==> config.mk <==
export PLATFORM = sky130hd
export DESIGN_NAME = pll_reconfig_seq
export DESIGN_NICKNAME = d
export VERILOG_FILES = /design/src/rtl/pll_reconfig_seq.sv
export SDC_FILE = /design/constraint.sdc
export NUM_CORES = 1
export LEC_CHECK = 0
export ABC_AREA = 0
export CORE_MARGIN = 5
export CORE_UTILIZATION = 45
export DETAILED_ROUTE_END_ITERATION = 10
export GPL_ROUTABILITY_DRIVEN = 0
export PLACE_DENSITY = 0.68
export SLEW_MARGIN = 15
export SYNTH_ARGS = -nofsm -noshare
export SYNTH_HDL_FRONTEND = slang
export SYNTH_SLANG_ARGS = --single-unit
==> constraint.sdc <==
create_clock -name clk -period 5.1 [get_ports clk]
set_input_delay 1.275 -clock clk [delete_from_list [all_inputs] [get_ports clk]]
set_output_delay 1.275 -clock clk [all_outputs]
set_load 0.01 [all_outputs]
==> src/rtl/pll_reconfig_seq.sv <==
// Runtime reconfiguration sequencer for one PLL: settles and validates a new
// {MUL,DIV,OE,BP} request, then walks gate/bypass/load/lock/unbypass/ungate.
module pll_reconfig_seq #(
    parameter logic [7:0] DEF_MUL    = 8'd46,
    parameter logic [7:0] DEF_DIV    = 8'h22,
    parameter logic       DEF_OE     = 1'b1,
    parameter logic       DEF_BP     = 1'b0,
    parameter logic [7:0] M_MIN      = 8'd8,
    parameter int         SETTLE_CYC = 256,
    parameter int         GATE_CYC   = 16,
    parameter int         LOCK_CYC   = 12500,
    parameter int         RST_CYC    = 64,
    parameter int         CNT_W      = 16
) (
    input  logic       clk,
    input  logic       aresetn,
    input  logic [7:0] cfg_mul,
    input  logic [7:0] cfg_div,
    input  logic       cfg_oe,
    input  logic       cfg_bp,
    output logic [7:0] pll_mul,
    output logic [7:0] pll_div,
    output logic       pll_oe,
    output logic       pll_bp,
    output logic       rst_hold_n,
    output logic       busy,
    output logic       done,
    output logic       err
);

    localparam logic [3:0] S_IDLE   = 4'd0;
    localparam logic [3:0] S_SETTLE = 4'd1;
    localparam logic [3:0] S_APPLY  = 4'd2;
    localparam logic [3:0] S_GATE   = 4'd3;
    localparam logic [3:0] S_BYP    = 4'd4;
    localparam logic [3:0] S_LOAD   = 4'd5;
    localparam logic [3:0] S_LOCK   = 4'd6;
    localparam logic [3:0] S_UNBYP  = 4'd7;
    localparam logic [3:0] S_UNGATE = 4'd8;
    localparam logic [3:0] S_RLS    = 4'd9;

    localparam logic [CNT_W-1:0] SETTLE_LAST = CNT_W'(SETTLE_CYC - 1);
    localparam logic [CNT_W-1:0] GATE_LAST   = CNT_W'(GATE_CYC - 1);
    localparam logic [CNT_W-1:0] LOCK_LAST   = CNT_W'(LOCK_CYC - 1);
    localparam logic [CNT_W-1:0] RST_LAST    = CNT_W'(RST_CYC - 1);

    // Packed setting layout: [17:10] mul, [9:2] div, [1] oe, [0] bp
    localparam logic [17:0] DEF_CFG = {DEF_MUL, DEF_DIV, DEF_OE, DEF_BP};

    logic [3:0]       r_state;
    logic [CNT_W-1:0] r_cnt;
    logic [7:0]       r_pll_mul;
    logic [7:0]       r_pll_div;
    logic             r_pll_oe;
    logic             r_pll_bp;
    logic             r_rst_hold_n;
    logic             r_busy;
    logic             r_done;
    logic             r_err;
    logic [17:0]      r_app;
    logic [17:0]      r_tgt;
    logic [17:0]      r_rej;
    logic             r_rej_vld;
    logic [17:0]      r_cfg_prev;

    logic [17:0]      w_cfg;
    logic             w_eq_app;
    logic             w_eq_rej;
    logic             w_stable;
    logic             w_bad;
    logic             w_ctl_only;

    assign w_cfg      = {cfg_mul, cfg_div, cfg_oe, cfg_bp};
    assign w_eq_app   = (w_cfg == r_app);
    assign w_eq_rej   = r_rej_vld && (w_cfg == r_rej);
    assign w_stable   = (w_cfg == r_cfg_prev);
    assign w_bad      = (cfg_div[4:0] == 5'd0) || (cfg_mul < M_MIN);
    assign w_ctl_only = (w_cfg[17:2] == r_app[17:2]);

    always_ff @(posedge clk or negedge aresetn) begin
        if (!aresetn) begin
            // Reset lands in LOCK so the first lock wait doubles as power-on
            r_state      <= S_LOCK;
            r_cnt        <= '0;
            r_pll_mul    <= DEF_MUL;
            r_pll_div    <= DEF_DIV;
            r_pll_oe     <= 1'b0;
            r_pll_bp     <= 1'b1;
            r_rst_hold_n <= 1'b0;
            r_busy       <= 1'b1;
            r_done       <= 1'b0;
            r_err        <= 1'b0;
            r_app        <= DEF_CFG;
            r_tgt        <= DEF_CFG;
            r_rej        <= '0;
            r_rej_vld    <= 1'b0;
            r_cfg_prev   <= '0;
        end else begin
            r_done     <= 1'b0;
            r_cfg_prev <= w_cfg;
            case (r_state)
                S_IDLE: begin
                    r_busy       <= 1'b0;
                    r_rst_hold_n <= 1'b1;
                    r_pll_mul    <= r_app[17:10];
                    r_pll_div    <= r_app[9:2];
                    r_pll_oe     <= r_app[1];
                    r_pll_bp     <= r_app[0];
                    r_cnt        <= '0;
                    if (!w_eq_app && !w_eq_rej)
                        r_state <= S_SETTLE;
                end
                S_SETTLE: begin
                    if (!w_stable) begin
                        r_cnt <= '0;
                    end else if (r_cnt == SETTLE_LAST) begin
                        r_cnt <= '0;
                        if (w_eq_app) begin
                            r_state <= S_IDLE;
                        end else if (w_bad) begin
                            r_rej     <= w_cfg;
                            r_rej_vld <= 1'b1;
                            r_err     <= 1'b1;
                            r_state   <= S_IDLE;
                        end else if (w_ctl_only) begin
                            r_tgt   <= w_cfg;
                            r_state <= S_APPLY;
                        end else begin
                            r_tgt        <= w_cfg;
                            r_busy       <= 1'b1;
                            r_pll_oe     <= 1'b0;
                            r_rst_hold_n <= 1'b0;
                            r_state      <= S_GATE;
                        end
                    end else begin
                        r_cnt <= r_cnt + CNT_W'(1);
                    end
                end
                S_APPLY: begin
                    r_pll_oe  <= r_tgt[1];
                    r_pll_bp  <= r_tgt[0];
                    r_app     <= r_tgt;
                    r_done    <= 1'b1;
                    r_err     <= 1'b0;
                    r_rej_vld <= 1'b0;
                    r_state   <= S_IDLE;
                end
                S_GATE: begin
                    if (r_cnt == GATE_LAST) begin
                        r_cnt    <= '0;
                        r_pll_bp <= 1'b1;
                        r_state  <= S_BYP;
                    end else begin
                        r_cnt <= r_cnt + CNT_W'(1);
                    end
                end
                S_BYP: begin
                    if (r_cnt == GATE_LAST) begin
                        r_cnt     <= '0;
                        r_pll_mul <= r_tgt[17:10];
                        r_pll_div <= r_tgt[9:2];
                        r_state   <= S_LOAD;
                    end else begin
                        r_cnt <= r_cnt + CNT_W'(1);
                    end
                end
                S_LOAD: begin
                    r_cnt   <= '0;
                    r_state <= S_LOCK;
                end
                S_LOCK: begin
                    if (r_cnt == LOCK_LAST) begin
                        r_cnt    <= '0;
                        r_pll_bp <= r_tgt[0];
                        r_state  <= S_UNBYP;
                    end else begin
                        r_cnt <= r_cnt + CNT_W'(1);
                    end
                end
                S_UNBYP: begin
                    if (r_cnt == GATE_LAST) begin
                        r_cnt    <= '0;
                        r_pll_oe <= r_tgt[1];
                        r_state  <= S_UNGATE;
                    end else begin
                        r_cnt <= r_cnt + CNT_W'(1);
                    end
                end
                S_UNGATE: begin
                    if (r_cnt == RST_LAST) begin
                        r_cnt        <= '0;
                        r_rst_hold_n <= 1'b1;
                        r_done       <= 1'b1;
                        r_busy       <= 1'b0;
                        r_app        <= r_tgt;
                        r_err        <= 1'b0;
                        r_rej_vld    <= 1'b0;
                        r_state      <= S_RLS;
                    end else begin
                        r_cnt <= r_cnt + CNT_W'(1);
                    end
                end
                S_RLS: begin
                    r_cnt   <= '0;
                    r_state <= S_IDLE;
                end
                default: begin
                    r_cnt   <= '0;
                    r_state <= S_IDLE;
                end
            endcase
        end
    end

    assign pll_mul    = r_pll_mul;
    assign pll_div    = r_pll_div;
    assign pll_oe     = r_pll_oe;
    assign pll_bp     = r_pll_bp;
    assign rst_hold_n = r_rst_hold_n;
    assign busy       = r_busy;
    assign done       = r_done;
    assign err        = r_err;

endmodule

# --- Word level (Yosys, flattened, before mapping) ---
# Cells that the tools add are included.
op_classes:
  n_eq_ne: 28
  magnitude_cmp: 1
  n_addsub: 1
  n_bitwise: 2
  n_mux: 50
  reduce_logical: 23
ops:
  columns: ["operator", "n"]
  rows:
  - ["$mux 16", 5]
  - ["$pmux 16 s5", 1]
  - ["$eq 18x18->1", 3]
  - ["$pmux 18 s2", 1]
  - ["$mux 4", 8]
  - ["$pmux 4 s8", 1]
  - ["$pmux 8 s2", 2]
  - ["$ne 2x2->1 const B", 12]
  - ["$mux 1", 21]
  - ["$mux 18", 1]
  - ["$add 16x1->16 const B", 1]
  - ["$eq 16x14->1 const B", 1]
  - ["$eq 16x16->1", 1]
  - ["$eq 16x4->1 const B", 1]
  - ["$eq 16x6->1 const B", 1]
  - ["$eq 16x8->1 const B", 1]
  - ["$eq 4x3->1 const B", 4]
  - ["$mux 8", 2]
  - ["$reduce_and 7->1", 2]
  - ["$reduce_and 5->1", 2]
  - ["$pmux 1 s3", 3]
  - ["$eq 4x2->1 const B", 2]
  - ["$lt 8x4->1 const B", 1]
  - ["$pmux 1 s4", 2]
  - ["18 further kinds", 26]
totals:
  inputBits: 20
  output_inout_bits: 22
  wordCells: 119
  reg_bits: 114

# --- Logic depth before layout (Yosys ltp) ---
logic_depth:
  word_depth: 7
  ltp_mapped: 9
  ltp_nobuf: 7

# --- Least setup slack after synthesis ---
# Ideal clock, no wire load.
synth_path:
  path_kind: "input-to-reg"
  from: "input cfg_div[1]"
  to: "register r_rej[2]"
  path_slack_ns: 1.733
  required_time_ns: 4.972
  path_stages: 7
  path_buffers: 2
  t_arrival_ns: 3.239
  setup_time_ns: 0.128
  cell_sequence: "clkbuf_1 or4_1 o22ai_1 nand2_1 nor3_4 buf_4 mux2_1"
synth_between:
  elab_chain_cells: 3
  elab_cells_between_ends: 6
  cone_classes: "eq/ne (2); bitwise (1); reduce/logical (3)"
synth_rtl:
  columns: ["element", "line_no", "text"]
  rows:
  - ["from (decl)", "18", "input logic [7:0] cfg_div,"]
  - ["$eq 18x18->1 / $logic_not 5->1 (equally long branches)", "74, 77", null]
  - ["$not 1->1 (no source line) / $logic_or 1x1->1 (equally long branches)", null, null]
  - ["$reduce_and 5->1 (no source line) (*)", null, null]
  - ["to (signal assigned)", "121", "r_rej <= w_cfg;"]
  - ["to (decl)", "62", "logic [17:0] r_rej;"]
# Every way passes the cells marked *; elsewhere a longest branch is shown, timed or not.
# A chain may end at the register's enable or synchronous reset.

# --- Final worst setup path ---
layout_path:
  from: "input cfg_div[3]"
  to: "register r_tgt[10]"
layout_between:
  elab_chain_cells: 4
  elab_cells_between_ends: 7
  cone_classes: "eq/ne (2); bitwise (2); reduce/logical (3)"
layout_rtl:
  columns: ["element", "line_no", "text"]
  rows:
  - ["branches (longest 3 deep; another with $eq 18x18->1)", null, null]
  - ["$reduce_and 5->1 (no source line) (*)", null, null]
  - ["to (signal assigned)", "126", "r_tgt <= w_cfg;"]
  - ["to (signal assigned)", "129", "r_tgt <= w_cfg;"]
  - ["to (decl)", "61", "logic [17:0] r_tgt;"]
# Mark *: on every way between the ends.

==> flow_summary.yaml <==
outcome:
  status: "complete, no violations"
final_layout:
  drive_above_1_share: 0.207
  synthToLayoutAreaGrowth_pct: 21.1
  multi_input_area_sq_um: 2540
  seqCellArea_sq_um: 2880
  fillers: 1048
  fin_nets: 569
  diodes: 0
  final_cells: 729
critical_path:
  end_kind: "flop"
  cp_cell_sequence: "clkdlybuf4s50_1, xor2_1, nor4_1, nand3_1, nand3b_1, nor3_4, buf_4, mux2_2"
  critical_path_class: "primary input to flop"
  worstPathRequired_ns: 5.39
  start_kind: "primary input"
  slowest_delay_ns: 0.62
  cp_max_fo: 18
  cp_slowest_cell: "clkdlybuf4s50_1"
  arrival_ns: 4.03
logic_synthesis:
  syn_area_sq_um: 5560
  synth_commonest_cells: "dfrtp_1 (90), mux2_2 (43), nor2_1 (43), nand2_1 (40), xor2_1 (30)"
  synth_cell_type_count: 46
  synth.avg_cell_area_sq_um: 10.9
  netlist_instances: 511
  syn_nets: 532
  yosysTopAreaCell: "dfrtp_1"
  yosysTopAreaCellShare: 0.405
  ys_warn_count: 0
  ys_seq_elements: 114
  synth_area_leaders: "dfrtp_1 (41%), dfstp_2 (11%), mux2_2 (8.7%), xor2_1 (4.7%), xnor2_1 (4.3%)"
  synth_seq_area_share: 0.519
  synthArstFlopShare: 1.00
  ys.flop_type: "dfrtp_1"
  synth_edf_count: 0
  synth_most_common_cell: "dfrtp_1"
floorplanning:
  initial_utilization: 0.461
  core_sq_um: 12100
  ios: 42
  dieArea_sq_um: 14700
  fp.dieH_um: 121
  rows: 40
  die_w_um: 121
route:
  routedWlPerCell_um: 16.4
  drc: 0
  drtIter0Drc: 240
  dr_total_vias: 3867
  drt_pass1_iterations: 4
  routed_wl_um: 11900
  drt.antenna.violating_nets: 0
  vias_per_cell: 5.30
timing:
  min_period_ns: 3.74
  drv_slew: 0
  skew_ns: 0.00927
  worstMarginPinSlew_ns: 1.04
  slew_headroom: 0.307
  tns_ns: 0
  fmax_mhz: 267
  hold_violations: 0
  grt_setup_unrepaired: "no"
  finalSetupViolCount: 0
  min_period_over_period: 0.733
clock_tree:
  clk_path_buf_depth: 2
  clk_latency_ns: 0.41
  cts_hold_buf: 0
  cts_root_buf: "clkbuf_16"
  cts_setup_buffers: 0
  cts_buffers: 17
  clk_pin_slew_worst_paths_ns: 0.05
  cts_resized: 0
  cts_sinks: 114
  htree_levels: 4
  cts_tree: "done"
power:
  p_per_area_nw_per_um2: 472
  power_leakage_uw: 0.00292
  peakVddDrop_uv: 311
hold_path:
  hold_class: "flop to flop"
grt:
  overflow: 0
  grt_pass1_vias: 3964
  antenna_found_initial: 0
  grt_max_degree: 86
  grt_first_pass_wirelength_um: 20500
  grt.total_usage: 0.178
placed_design:
  portBuffers: 41
  dp.final_hpwl_um: 8120
  dp_cells: 697
job:
  maxCapViolCount: 0
-- report_power, final --
| group | leakage (uW) | total [uW] | internal (uW) | switching (uW) |
|---|---|---|---|---|
| clock network | 0.000283 | 1200 | 782 | 419 |
| registers | 0.00143 | 1160 | 1040 | 118 |
| logic | 0.00120 | 813 | 362 | 450 |
-- final timing paths --
kind                                      startpoint                      to  slack [ns]  depth (start not counted)
worst max-delay path                      cfg_div[3]   r_tgt[10]$_DFFE_PN0P_        1.36                          8
worst min-delay path              pll_oe$_DFFE_PN0P_      pll_oe$_DFFE_PN0P_        0.50                          1
worst max register to register  r_cnt[8]$_DFFE_PN0N_  r_state[0]$_DFFE_PN0P_        1.74                          6
worst min register to register    pll_oe$_DFFE_PN0P_      pll_oe$_DFFE_PN0P_        0.50                          1
max in group asynchronous                    aresetn  pll_div[5]$_DFFE_PN1P_        3.21                          2
min in group asynchronous                    aresetn  rst_hold_n$_DFFE_PN0P_        0.92                          1
-- cells in the final DEF (no fill, tap or decap), types with 11 or more instances in the layout --
cell	synthesis	routed
nand2_1	40	40
nand4_1	13	13
mux2_2	43	43
xor2_1	30	30
clkdlybuf4s50_1	0	40
xnor2_1	27	27
dfstp_2	24	24
o22ai_1	11	11
a21oi_1	25	25
mux2i_1	16	16
clkbuf_16	0	17
nor3_1	12	11
dfrtp_1	90	90
mux2_1	13	13
o21ai_0	13	13
nor4_1	11	11
nor2_1	43	42
-- metal layers --
layer  part of all wire  up-vias  GRT usage  routed length (um)
met3              0.029       13     0.0485                 343
li1                   -     1866          -                   -
met2               0.50       53      0.291                5920
met5                  0        -          0                   0
met1               0.46     1935      0.233                5540
met4              0.011        0     0.0483                 128
-- through the flow --
step | util | worst slack (ns) | cell area (sq um) | hold WS (ns) | total power [uW]
2_1_floorplan | - | 1.73 | 5560 | 0.476 | 1670
3_3_place_gp | 0.508 | 0.951 | 6120 | 0.488 | 1980
3_5_place_dp | 0.508 | 0.879 | 6120 | 0.492 | 1990
4_1_cts | 0.558 | 1.32 | 6730 | 0.501 | 3210
5_1_grt | 0.558 | 1.14 | 6730 | 0.514 | 3360
6_report | 0.558 | 1.36 | 6730 | 0.496 | 3180
-- registers in the layout, indices dropped and copies added (netlist names) --
register	count
pll_mul	8
rst_hold_n	1
r_tgt	18
busy	1
r_app	18
pll_bp	1
pll_div	8
r_cnt	16
r_state	4
pll_oe	1
done	1
r_rej	18
r_cfg_prev	18
r_rej_vld	1
-- critical path: cells and delay by family --
family	cells	cell delay (ns)
mux	1	0.36
buf+inv	2	0.91
simple gates	4	1.25
xor+xnor	1	0.23
-- kinds of logic after synthesis --
family                     Yosys count  share of synthesized area
xor gates and xnor gates            57                     0.0898
and+or+nand+nor                    164                      0.150
muxes                               72                      0.142
adders and majority gates            1                    0.00225
buffers and inverters               37                     0.0275
DFF                                114                      0.519
AOI/OAI and AO/OA                   66                     0.0698
-- final cells by class --
class / count / area share
Inverter: 5 / 0.00279
Sequential cell: 114 / 0.428
Clock inverter: 12 / 0.0232
Multi-Input combinational cell: 360 / 0.377
Clock buffer: 20 / 0.0664
Tap cell: 168 / 0.0312
Timing Repair Buffer: 50 / 0.0712
No activity file was read; power rests on OpenSTA's default activity.
